--- src/rtl/fp_to_int_if.sv ---
// Operand/result bundle for the float32 -> int32 converter.
interface fp_to_int_if;
  logic        in_vld;
  logic [31:0] a;
  logic        out_vld;
  logic [31:0] q;
  logic        ovf;
  logic        nan;
  logic        inexact;

  modport master (
    output in_vld, a,
    input  out_vld, q, ovf, nan, inexact
  );

  modport slave (
    input  in_vld, a,
    output out_vld, q, ovf, nan, inexact
  );
endinterface

--- src/rtl/fp_to_int.sv ---
// Three-stage IEEE-754 single to signed int32 converter with saturation and
// status flags. RND selects truncation (0) or round-to-nearest-even (1).
module fp_to_int #(
  parameter int unsigned RND = 0
) (
  input  logic        clk,
  input  logic        rst,
  fp_to_int_if.slave  bus
);

  // Operand class decided in stage 1; LSH/RSH select the shift direction.
  typedef enum logic [2:0] {
    CLS_ZERO,
    CLS_NAN,
    CLS_INF,
    CLS_BIG,
    CLS_LSH,
    CLS_RSH
  } cls_e;

  logic [2:0] vld_q, vld_d;

  logic        s1_sign_q, s1_sign_d;
  cls_e        s1_cls_q,  s1_cls_d;
  logic [23:0] s1_sig_q,  s1_sig_d;
  logic [7:0]  s1_shamt_q, s1_shamt_d;

  logic        s2_sign_q, s2_sign_d;
  cls_e        s2_cls_q,  s2_cls_d;
  logic [32:0] s2_mag_q,  s2_mag_d;
  logic        s2_g_q,    s2_g_d;
  logic        s2_s_q,    s2_s_d;

  logic [31:0] q_q, q_d;
  logic        ovf_q, ovf_d;
  logic        nan_q, nan_d;
  logic        inexact_q, inexact_d;

  logic [7:0]  exp_in;
  logic [22:0] frac_in;
  logic [48:0] rsh_wide;
  logic [32:0] lsh_val;
  logic        inc;
  logic [32:0] rounded;

  assign exp_in  = bus.a[30:23];
  assign frac_in = bus.a[22:0];

  // Stage 1: classify the operand and pick the shift direction and amount.
  always_comb begin
    s1_sign_d  = bus.a[31];
    s1_cls_d   = CLS_ZERO;
    s1_sig_d   = {1'b1, frac_in};
    s1_shamt_d = '0;
    if (exp_in == 8'd0) begin
      s1_cls_d = CLS_ZERO;
      s1_sig_d = {1'b0, frac_in};
    end else if (exp_in == 8'hFF) begin
      s1_cls_d = (frac_in != '0) ? CLS_NAN : CLS_INF;
    end else if (exp_in >= 8'd159) begin
      s1_cls_d = CLS_BIG;
    end else if (exp_in >= 8'd150) begin
      s1_cls_d   = CLS_LSH;
      s1_shamt_d = exp_in - 8'd150;
    end else begin
      // Right shifts beyond 25 only move bits deeper into the sticky field,
      // so the amount is clamped to keep the guard position empty.
      s1_cls_d   = CLS_RSH;
      s1_shamt_d = (exp_in < 8'd125) ? 8'd25 : (8'd150 - exp_in);
    end
  end

  // Stage 2 shifters: a left shift for large exponents, and a right shift of
  // sig placed above a 25-bit field holding guard (bit 24) and sticky bits.
  assign rsh_wide = {s1_sig_q, 25'b0} >> s1_shamt_q;
  assign lsh_val  = {9'b0, s1_sig_q} << s1_shamt_q;

  // Stage 2: form the integer magnitude and the guard/sticky bits.
  always_comb begin
    s2_sign_d = s1_sign_q;
    s2_cls_d  = s1_cls_q;
    s2_mag_d  = '0;
    s2_g_d    = 1'b0;
    s2_s_d    = 1'b0;
    case (s1_cls_q)
      CLS_LSH: s2_mag_d = lsh_val;
      CLS_RSH: begin
        s2_mag_d = {9'b0, rsh_wide[48:25]};
        s2_g_d   = rsh_wide[24];
        s2_s_d   = |rsh_wide[23:0];
      end
      CLS_ZERO: s2_s_d = |s1_sig_q;
      default: ;
    endcase
  end

  assign inc     = (RND != 0) && s2_g_q && (s2_s_q || s2_mag_q[0]);
  assign rounded = s2_mag_q + {32'b0, inc};

  // Stage 3: round, range-check, apply the sign and set the flags.
  always_comb begin
    q_d       = '0;
    ovf_d     = 1'b0;
    nan_d     = 1'b0;
    inexact_d = 1'b0;
    case (s2_cls_q)
      CLS_NAN: nan_d = 1'b1;
      CLS_INF, CLS_BIG: begin
        q_d   = s2_sign_q ? 32'h8000_0000 : 32'h7FFF_FFFF;
        ovf_d = 1'b1;
      end
      default: begin
        if (!s2_sign_q && (rounded > 33'h0_7FFF_FFFF)) begin
          q_d   = 32'h7FFF_FFFF;
          ovf_d = 1'b1;
        end else if (s2_sign_q && (rounded > 33'h0_8000_0000)) begin
          q_d   = 32'h8000_0000;
          ovf_d = 1'b1;
        end else begin
          q_d       = s2_sign_q ? (~rounded[31:0] + 32'd1) : rounded[31:0];
          inexact_d = s2_g_q || s2_s_q;
        end
      end
    endcase
  end

  // Valid bits follow the data through the three stages.
  always_comb begin
    vld_d = {vld_q[1:0], bus.in_vld};
  end

  // Valid pipeline and output registers; cleared by reset.
  always_ff @(posedge clk) begin
    if (rst) begin
      vld_q     <= '0;
      q_q       <= '0;
      ovf_q     <= 1'b0;
      nan_q     <= 1'b0;
      inexact_q <= 1'b0;
    end else begin
      vld_q     <= vld_d;
      q_q       <= q_d;
      ovf_q     <= ovf_d;
      nan_q     <= nan_d;
      inexact_q <= inexact_d;
    end
  end

  // Internal data registers update every cycle with no reset or enable.
  always_ff @(posedge clk) begin
    s1_sign_q  <= s1_sign_d;
    s1_cls_q   <= s1_cls_d;
    s1_sig_q   <= s1_sig_d;
    s1_shamt_q <= s1_shamt_d;
    s2_sign_q  <= s2_sign_d;
    s2_cls_q   <= s2_cls_d;
    s2_mag_q   <= s2_mag_d;
    s2_g_q     <= s2_g_d;
    s2_s_q     <= s2_s_d;
  end

  assign bus.out_vld = vld_q[2];
  assign bus.q       = q_q;
  assign bus.ovf     = ovf_q;
  assign bus.nan     = nan_q;
  assign bus.inexact = inexact_q;

endmodule

--- src/flat_wrapper.sv ---
// flat-port wrapper written by rule: the top's interface ports become plain ports
module fp_to_int_flat 
#(
  parameter int unsigned RND = 0
)
  (clk, rst, bus_in_vld, bus_a, bus_out_vld, bus_q, bus_ovf, bus_nan, bus_inexact);
  fp_to_int_if bus_i ();
  input  logic clk;
  input  logic rst;
  input wire logic [$bits(bus_i.in_vld)-1:0] bus_in_vld;
  input wire logic [$bits(bus_i.a)-1:0] bus_a;
  output wire logic [$bits(bus_i.out_vld)-1:0] bus_out_vld;
  output wire logic [$bits(bus_i.q)-1:0] bus_q;
  output wire logic [$bits(bus_i.ovf)-1:0] bus_ovf;
  output wire logic [$bits(bus_i.nan)-1:0] bus_nan;
  output wire logic [$bits(bus_i.inexact)-1:0] bus_inexact;
  assign bus_i.in_vld = bus_in_vld;
  assign bus_i.a = bus_a;
  assign bus_out_vld = bus_i.out_vld;
  assign bus_q = bus_i.q;
  assign bus_ovf = bus_i.ovf;
  assign bus_nan = bus_i.nan;
  assign bus_inexact = bus_i.inexact;
  fp_to_int #(.RND(RND)) u_core (.clk(clk), .rst(rst), .bus(bus_i));
endmodule
--- config.mk ---
export PLATFORM = sky130hd
export DESIGN_NAME = fp_to_int_flat
export DESIGN_NICKNAME = d
export VERILOG_FILES = /design/src/rtl/fp_to_int_if.sv /design/src/rtl/fp_to_int.sv /design/src/flat_wrapper.sv
export SDC_FILE = /design/constraint.sdc
export NUM_CORES = 1
export LEC_CHECK = 0
export CORE_MARGIN = 2
export CORE_UTILIZATION = 45
export DETAILED_ROUTE_END_ITERATION = 8
export PLACE_DENSITY = 0.65
export SETUP_SLACK_MARGIN = 0.15
export SLEW_MARGIN = 20
export SYNTH_ARGS = -nofsm -noshare
export SYNTH_HDL_FRONTEND = slang
export SYNTH_SLANG_ARGS = --single-unit
--- constraint.sdc ---
create_clock -name clk -period 7.55 [get_ports clk]
set_input_delay 1.1325 -clock clk [delete_from_list [all_inputs] [get_ports clk]]
set_output_delay 1.1325 -clock clk [all_outputs]
set_load 0.02 [all_outputs]
Word level (Yosys, flattened, before mapping)
Cells that the tools add are included.
- bits in registers: 113
- latch bits: 0
- bits in writable memories: 0
- ROM bits: 0
- input bits: 35
- output and inout port bits: 36
- word-level logic and storage cells: 61
- memories: 0
- $add $sub $neg: 3
- multipliers: 0
- div/mod/pow operators: 0
- $lt $le $gt $ge: 5
- equality and inequality tests: 6
- shift-type cells: 2
- muxes and demuxes: 18
- bitwise gates (word level): 1
- reductions and logical operators: 12
- operators with widths (operator ; number):
    $mux W32 ; 4
    $pmux W33 S2 ; 1
    $pmux W32 S2 ; 1
    $shr A49 B8 Y49 ; 1
    $reduce_or A24 Y1 ; 2
    $gt A33 B31 Y1 const B ; 1
    $gt A33 B32 Y1 const B ; 1
    $shl A24 B8 Y33 ; 1
    $add A32 B1 Y32 const B ; 1
    $not A32 Y32 ; 1
    $mux W24 ; 1
    $reduce_bool A23 Y1 ; 1
    $ge A8 B8 Y1 const B ; 2
    $mux W8 ; 2
    $eq A8 B8 Y1 const B ; 1
    $logic_not A8 Y1 ; 1
    $lt A8 B7 Y1 const B ; 1
    $sub A8 B8 Y8 const A ; 1
    $sub A8 B8 Y8 const B ; 1
    $eq A3 B2 Y1 const B ; 2
    $eq A3 B3 Y1 const B ; 2
    $mux W3 ; 2
    $reduce_or A6 Y1 ; 1
    $mux W1 ; 4
    other kinds (9) ; 11

Logic depth before layout (Yosys ltp)
Gate-level depths: netlist of run 1.
- depth in word-level cells: 6
- gate-level depth with buffers: 12
- depth with buffers taken out: 9

Worst setup path after synthesis of run 1
OpenSTA, ideal clock, no wires.
- path kind: input-to-reg
- start point: input port bus_a[23]
- end point: register u_core.s1_shamt_q[3]
- setup time: 0.121 ns
- arrival time: 2.571 ns
- required time: 7.429 ns
- setup slack: 4.858 ns
- cell stages on the path: 10
- buffers on the path: 1
- path through: inv_1 > ha_1 > o21a_1 > o21a_1 > o21ai_0 > clkbuf_1 > nand2_1 > o21ai_0 > xnor2_1 > a21oi_1
- cells in the longest elaborated chain, start to end: 3
- elaborated cells between the ends (all ways): 10
- classes of those cells: add/sub (2); order compare (3); eq/ne (1); mux (2); reduce/logical (2)
- ends and longest elaborated chain (element ; line ; source):
    from (decl) ; flat_wrapper.sv:11 ; input wire logic [$bits(bus_i.a)-1:0] bus_a;
    $sub A8 B8 Y8 or $lt A8 B7 Y1 (tied branches) ; fp_to_int.sv:69 ; s1_shamt_d = (exp_in < 8'd125) ? 8'd25 : (8'd150 - exp_in);
    $mux W8 ; fp_to_int.sv:69 ;
    $mux W8 ; fp_to_int.sv:62 ; end else if (exp_in >= 8'd150) begin
    to (signal assigned) ; fp_to_int.sv:154 ; s1_shamt_q <= s1_shamt_d;
    to (decl) ; fp_to_int.sv:26 ; logic [7:0] s1_shamt_q, s1_shamt_d;
Parallel ways exist; a longest one is shown, timed or not.
A chain may end at the register's enable or synchronous reset.

Worst setup path in the final report of run 1
- start point: register u_core.s1_shamt_q[0]
- end point: register u_core.s2_s_q
- cells in the longest elaborated chain, start to end: 3
- ends and longest elaborated chain (element ; line ; source):
    $shr A49 B8 Y49 ; fp_to_int.sv:75 ; assign rsh_wide = {s1_sig_q, 25'b0} >> s1_shamt_q;
    $reduce_or A24 Y1 ; fp_to_int.sv:90 ; s2_s_d = |rsh_wide[23:0];
    $pmux W1 S2 ; fp_to_int.sv:85 ; case (s1_cls_q)
    to (signal assigned) ; fp_to_int.sv:159 ; s2_s_q <= s2_s_d;
    to (decl) ; fp_to_int.sv:32 ; logic s2_s_q, s2_s_d;
Every way passes these cells.

==> results of run 1 <==
-- path summary, 6_finish.rpt --
path                                      startpoint                to  slack, ps
worst max-delay path            u_core.s1_shamt_q[0]     u_core.s2_s_q       4070
worst min-delay path                u_core.s1_sign_q  u_core.s2_sign_q        320
worst max register to register  u_core.s1_shamt_q[0]     u_core.s2_s_q       4070
worst min register to register      u_core.s1_sign_q  u_core.s2_sign_q        320
-- through the flow --
stage	util	setup WS, ps
floorplan	-	4860
global placement	0.501	3750
detailed placement	0.501	3700
CTS	0.540	4120
global route	0.540	3930
finish	0.540	4070
-- flip-flops by register name, summed over array words and instances, names as in the netlist, 3 cells and up --
| name | cells |
|---|---|
| u_core.s2_mag_q | 33 |
| u_core.bus.q | 32 |
| u_core.s1_sig_q | 24 |
| u_core.s1_shamt_q | 8 |
| u_core.s1_cls_q | 3 |
| u_core.s2_cls_q | 3 |
| u_core.vld_q | 3 |
-- layout by cell type, fill, tap and decap left out, types with 7 or more instances in the layout --
| cell | instances |
|---|---|
| clkbuf_16 | 18 |
| nand2_1 | 53 |
| dfxtp_1 | 110 |
| inv_1 | 11 |
| xor2_1 | 27 |
| nor3_1 | 24 |
| ha_1 | 8 |
| o31ai_1 | 11 |
| mux2i_1 | 43 |
| o21ai_1 | 31 |
| nand2b_1 | 11 |
| mux2_2 | 14 |
| buf_4 | 8 |
| a211oi_1 | 17 |
| nor2_1 | 60 |
| a21oi_1 | 37 |
| clkdlybuf4s50_1 | 70 |
| nand4_1 | 11 |
| o22ai_1 | 19 |
| o21ai_0 | 39 |
| nor4_1 | 14 |
| a22oi_1 | 7 |
| mux4_2 | 31 |
| nor2b_1 | 11 |
| mux4_1 | 7 |
| o41ai_1 | 7 |
| nand3_1 | 29 |
| and2_1 | 8 |
-- worst reg2reg max path: cells and delay by family, from the launching register on --
family             cells  cell delay (ps)
and+or+nand+nor        1              310
AOI/OAI and AO/OA      4              980
DFF                    1             1030
muxes                  2             1020
-- routing by layer --
layer	vias up	share of wire	track usage
li1	3084	-	-
met1	3041	0.42	0.323
met2	284	0.47	0.409
met3	50	0.063	0.0476
met4	0	0.044	0.125
met5	-	0	0
-- area by class of cell --
type / count / area share
Clock buffer: 21 / 0.0566
Clock inverter: 9 / 0.0153
Inverter: 13 / 0.00574
Multi-Input combinational cell: 604 / 0.535
Sequential cell: 113 / 0.267
Tap cell: 216 / 0.0318
Timing Repair Buffer: 78 / 0.0894
-- cells by family (layout without fill, tap and decap cells) --
family | after synthesis | in the layout
multiplexers | 97 | 97
flip-flops | 113 | 113
XOR/XNOR | 33 | 33
AO/OA/AOI/OAI | 217 | 217
buffers and inverters | 78 | 121
adder cells (fa/ha/maj) | 8 | 8
AND/OR/NAND/NOR | 249 | 249
-- power by group --
group / switching (mW) / internal, mW / total, mW
registers: 0.0641 / 0.644 / 0.709
clock network: 0.275 / 0.550 / 0.825
logic: 0.329 / 0.257 / 0.585
==> results by group, run 1 <==
GRT
  – First-pass GRT wire length: about 32 mm
  – All-Layer GR Usage: 0.252
  – Vias in the first global route: approximately 5900
  – GR Overflow Total: 0
  – Initial antenna violation count: 0
  – Largest net degree at the start of global routing: 71

STA
  – Fmax: between 200 and 300 MHz
  – Minimum clock period: approximately 3500 ps
  – Worst Skew: 12.3 ps
  – Setup_tns: 0 ps
  – Hold WS: between 300 and 400 ps
  – Tightest Pin Transition: 1060 ps
  – # setup viols final: 0
  – Final Max Slew Viols: 0
  – Slew headroom: 0.296
  – Fin. Hold Viols: 0
  – Unrepaired setup endpoints after global routing: false
  – Period utilization: 0.461

Synth
  – Cell with the most instances after synthesis: dfxtp_1
  – Yosys warns: 0
  – Post-synthesis mux area share: 0.209
  – Flops & latches, synth: between 100 and 150
  – Synthesized Nets: 838
  – Top-area cell type share of the netlist area: 0.315
  – Ys async rst share: 0
  – Synth Cell Area: ~7200 um^2
  – Synth area leader: dfxtp_1
  – Post-synth top cells: dfxtp_1, nor2_1, nand2_1, mux2i_1
  – Number of flops mapped to enable cells by yosys: 0
  – Post-synthesis simple-gate area fraction: 0.175
  – Area share of fa/ha/maj cells after synthesis: 0.0139
  – Synth Area in XOR/XNOR: 0.0402
  – Largest family of logic cells by synthesized area: multiplexers
  – Cells after Synth: 795
  – Yosys cell types: 72
  – Compound-Gate Fraction of Synth Area: 0.195
  – Sequential fraction of the synthesis area: 0.315
  – Dominant cells by area after synthesis: dfxtp_1, mux4_2, mux2i_1
  – Dominant synthesized flop cell: dfxtp_1
  – Avg Cell Area, Syn: 9.04 um^2

Drt
  – DR vias: 6459
  – DR WL/cell: 19.9 um
  – Vias per cell: about 6.1
  – Routed Antenna Nets: 0
  – Router iterations before antenna repair: 6
  – Initial DRC Count: 568
  – Residual DRC: 0
  – Final WL: 21.0 mm

Placement
  – GP Congestion: around 0.95
  – Number of port buffers: 70
  – Cells after DPL: approximately 1000
  – DP HPWL: 15.6 mm
  – Dpl cell area: 7900 um^2

Layout
  – Number of fill cells in the layout: around 1500
  – Number of nets in the final layout: 870
  – Diode count: 0
  – Synth-to-Final Area Change: 18.3%
  – Fraction of layout cells with a size suffix above 1: 0.117
  – Multi-input logic area: 4550 um^2
  – Layout Cells excl Fill: roughly 1100
  – Storage cell area: approximately 2300 um^2
  – Design area: roughly 8500 um^2

Hold path
  – Min-Delay Path Depth: 0
  – Hold WC Path Type: flop to flop

CTS
  – Clock Pin Slew Worst Setup and Hold Paths: ~50 ps
  – Number of hold buffers added after CTS: 0
  – H-tree depth: 4
  – Clk_lat worst skew: between 400 and 500 ps
  – Setup Buffers After CTS: 0
  – Root Buffer: clkbuf_16
  – Clock Tree Buf Depth: 2
  – CTS tree: done
  – CTS sink cnt: ~110
  – CTS-repair resized insts: 0
  – CTS Buf Count: 17

Floorplan
  – Core box area: 15800 um^2
  – Die H: between 100 and 150 um
  – I/O pins: 71
  – Row Count: between 40 and 50
  – Die Wd: 130 um
  – Die area: between 15000 and 20000 um^2
  – Initial Util: 0.456

Worst setup path
  – Highest fanout seen on the critical path: 70
  – R2R depth: 7
  – Crit path capture type: flop
  – CP max-delay cell: dfxtp_4
  – Buf/Inv on CP: 0
  – Critical path class: flop to flop
  – CP Launch Type: flop
  – Critical path's top delay family: flip-flops
  – Worst EP required: between 7000 and 8000 ps
  – Worst endpoint data arrival time: between 3000 and 4000 ps
  – CP peak stage delay: roughly 1000 ps
  – Stages on worst setup path: 7
  – CP cell instances: mux4_2, mux2_2, a221o_1, nor4b_1, o211ai_1, a2111oi_1, a21oi_1

Power and ir drop
  – PwrDens: 249 nW/um^2
  – Total power: around 2.1 mW
  – VDD IR max: around 0.00016 V
  – Leakage: 3.24 nW

Run
  – Max_cap viols: 0

Outcome
  – Status: finished clean
No activity file was read; power rests on OpenSTA's default activity.
==> inputs of run 2 (changes only) <==
==> constraint.sdc (replaced) <==
create_clock -name clk -period 3.6 [get_ports clk]
set_input_delay 0.54 -clock clk [delete_from_list [all_inputs] [get_ports clk]]
set_output_delay 0.54 -clock clk [all_outputs]
set_load 0.02 [all_outputs]
==> run 2 against run 1 <==
  * Combinational power grew 110%
  * Sequential power up 110%
  * Clock skew fell by 3.6 ps
  * Highest routed layer unchanged
  * First-iteration DRC count is 8.3% lower
  * Total power grew 110%
  * Worst setup slack got worse by 3700 ps
  * Non-clock buffer count is 8 higher
==> results by group, run 2 (synthesized netlist as in run 1, its figures left out) <==
STA
  – Worst Skew: 8.74 ps (was 12.3 ps)
  – Fin. Hold Viols: 0 (unchanged)
  – Unrepaired setup endpoints after global routing: false (unchanged)
  – Setup WS post-layout: 379 ps (was 4070 ps)
  – # setup viols final: 0 (unchanged)
  – Minimum clock period: 3220 ps (was 3480 ps)
  – Period utilization: 0.895 (was 0.461)
  – Tightest Pin Transition: 1080 ps (was 1060 ps)
  – Slew headroom: 0.276 (was 0.296)
  – Setup_tns: 0 ps (unchanged)
  – Final Max Slew Viols: 0 (unchanged)
  – Fmax: 310 MHz (was 287 MHz)

Floorplan
  – Initial Util: 0.456 (unchanged)
  – Die H: 130 um (unchanged)
  – I/O pins: 71 (unchanged)
  – Row Count: 46 (unchanged)
  – Core box area: 15800 um^2 (unchanged)
  – Die Wd: 130 um (unchanged)
  – Die area: 17000 um^2 (unchanged)

Power and ir drop
  – PwrDens: 519 nW/um^2 (was 249 nW/um^2)
  – VDD IR max: 0.000386 V (was 0.000155 V)
  – P_sw: 1.37 mW (was 0.668 mW)
  – Comb pwr share: 0.279 (was 0.276)
  – Internal: 3.08 mW (was 1.45 mW)
  – Clock share of power: 0.388 (was 0.389)
  – Net Sw Frac: 0.307 (was 0.315)
  – Reg power frac: 0.333 (was 0.334)
  – Leakage: 3.28 nW (was 3.24 nW)

Placement
  – DP HPWL: 16.1 mm (was 15.6 mm)
  – GP Congestion: 0.942 (was 0.946)
  – Number of port buffers: 70 (unchanged)
  – Cells after DPL: 1032 (was 1024)
  – Setup WS pre-CTS: 478 ps (was 3700 ps)

Drt
  – Residual DRC: 0 (unchanged)
  – Final WL: 21.5 mm (was 21.0 mm)
  – Routed Antenna Nets: 0 (unchanged)
  – Initial DRC Count: 521 (was 568)
  – DR WL/cell: 20.2 um (was 19.9 um)
  – DR vias: 6555 (was 6459)
  – Router iterations before antenna repair: 5 (was 6)
  – Vias per cell: 6.17 (was 6.13)

Worst setup path
  – CP peak stage delay: 750 ps (was 1030 ps)
  – Worst endpoint data arrival time: 3500 ps (was 3770 ps)
  – CP Launch Type: flop (unchanged)
  – Critical path's top delay family: compound AO/OA/AOI/OAI gates (was flip-flops)
  – Critical path class: flop to flop (unchanged)
  – Highest fanout seen on the critical path: 44 (was 70)
  – CP max-delay cell: dfxtp_4 (unchanged)
  – Buf/Inv on CP: 0 (unchanged)
  – CP cell instances: mux4_2, mux2_2, a221o_1, nor4b_1, o211ai_1, a2111oi_1, a21oi_1 (unchanged)
  – Crit path capture type: flop (unchanged)
  – Worst EP required: 3870 ps (was 7840 ps)

Layout
  – Number of fill cells in the layout: 1482 (was 1516)
  – Top reg by flops: u_core.s2_mag_q (unchanged)
  – Most frequent cells in the layout: dfxtp_1, clkdlybuf4s50_1, nor2_1, nand2_1, mux2i_1 (unchanged)
  – Leading cell type in the layout, fill and taps excluded: dfxtp_1 (unchanged)
  – Diode count: 0 (unchanged)
  – Synth-to-Final Area Change: 19.2% (was 18.3%)
  – Fraction of layout cells with a size suffix above 1: 0.124 (was 0.117)
  – Max reg flops: 33 (unchanged)
  – Multi-input logic area: 4550 um^2 (unchanged)
  – Layout Cells excl Fill: 1063 (was 1054)
  – Number of nets in the final layout: 878 (was 870)
  – Storage cell area: 2270 um^2 (about the same)

GRT
  – First-pass GRT wire length: 33.4 mm (was 32.5 mm)
  – All-Layer GR Usage: 0.257 (was 0.252)
  – Initial antenna violation count: 0 (unchanged)
  – Largest net degree at the start of global routing: 45 (was 71)
  – GR Overflow Total: 0 (unchanged)
  – Vias in the first global route: 6076 (was 5875)

CTS
  – CTS Buf Count: 17 (unchanged)
  – Clock Tree Buf Depth: 2 (unchanged)
  – CTS tree: done (unchanged)
  – Clock Pin Slew Worst Setup and Hold Paths: 50 ps (about the same)
  – CTS sink cnt: 113 (unchanged)
  – CTS-repair resized insts: 0 (unchanged)
  – Setup Buffers After CTS: 0 (unchanged)
  – Number of hold buffers added after CTS: 0 (unchanged)
  – H-tree depth: 4 (unchanged)
  – Root Buffer: clkbuf_16 (unchanged)
  – Clk_lat worst skew: 410 ps (was 430 ps)

Run
  – Max_cap viols: 0 (unchanged)

Hold path
  – Hold WC Path Type: flop to flop (unchanged)

Outcome
  – Status: finished clean (unchanged)
[run 2: cell count changes in the layout (fill, tap and decap cells not counted), sizes merged]
cell      previous run  this run
clkinvlp             1         2
bufinv               3         4
buf                  8        16
clkinv               6         5
[run 2: area by class of cell]
cell class / count / share of cell area
clock buffers: 21 / 0.0537
clock inverters: 10 / 0.0185
inverters: 13 / 0.00569
multi-input cells: 604 / 0.530
flip-flops and latches: 113 / 0.264
well taps: 216 / 0.0315
repair buffers: 86 / 0.0957
[run 2: metal layers]
| layer | vias up | part of all wire | GRT usage |
|---|---|---|---|
| met5 | - | 0 | 0 |
| met4 | 0 | 0.041 | 0.134 |
| met3 | 57 | 0.068 | 0.0537 |
| met2 | 335 | 0.47 | 0.415 |
| met1 | 3072 | 0.42 | 0.327 |
| li1 | 3091 | - | - |
[run 2: metrics by stage]
stage                     utilization  hold slack, ps  total power [mW]  instance area (um^2)
final                           0.544             332              4.45                  8570
after global placement          0.504             315              2.72                  7960
after global routing            0.544             341              4.65                  8570
after floorplan                     -             310              2.35                  7190
after CTS                       0.544             333              4.45                  8570
after detailed placement        0.504             321              2.72                  7960
[run 2: final timing paths]
path / startpoint / to / slack [ps] / cells past startpoint
worst max register to register: u_core.s1_shamt_q[0] / u_core.s2_s_q / 380 / 7
worst min register to register: u_core.s1_sign_q / u_core.s2_sign_q / 330 / 0
worst max-delay path: u_core.s1_shamt_q[0] / u_core.s2_s_q / 380 / 7
worst min-delay path: u_core.s1_sign_q / u_core.s2_sign_q / 330 / 0
[run 2: power groups by stage]
stage / sequential (mW) / clock [mW] / combinational [mW]
2_1_floorplan: 1.49 / 0 / 0.856
4_1_cts: 1.48 / 1.75 / 1.22
6_report: 1.48 / 1.72 / 1.24
3_3_place_gp: 1.50 / 0 / 1.22
3_5_place_dp: 1.50 / 0 / 1.22
5_1_grt: 1.49 / 1.82 / 1.34
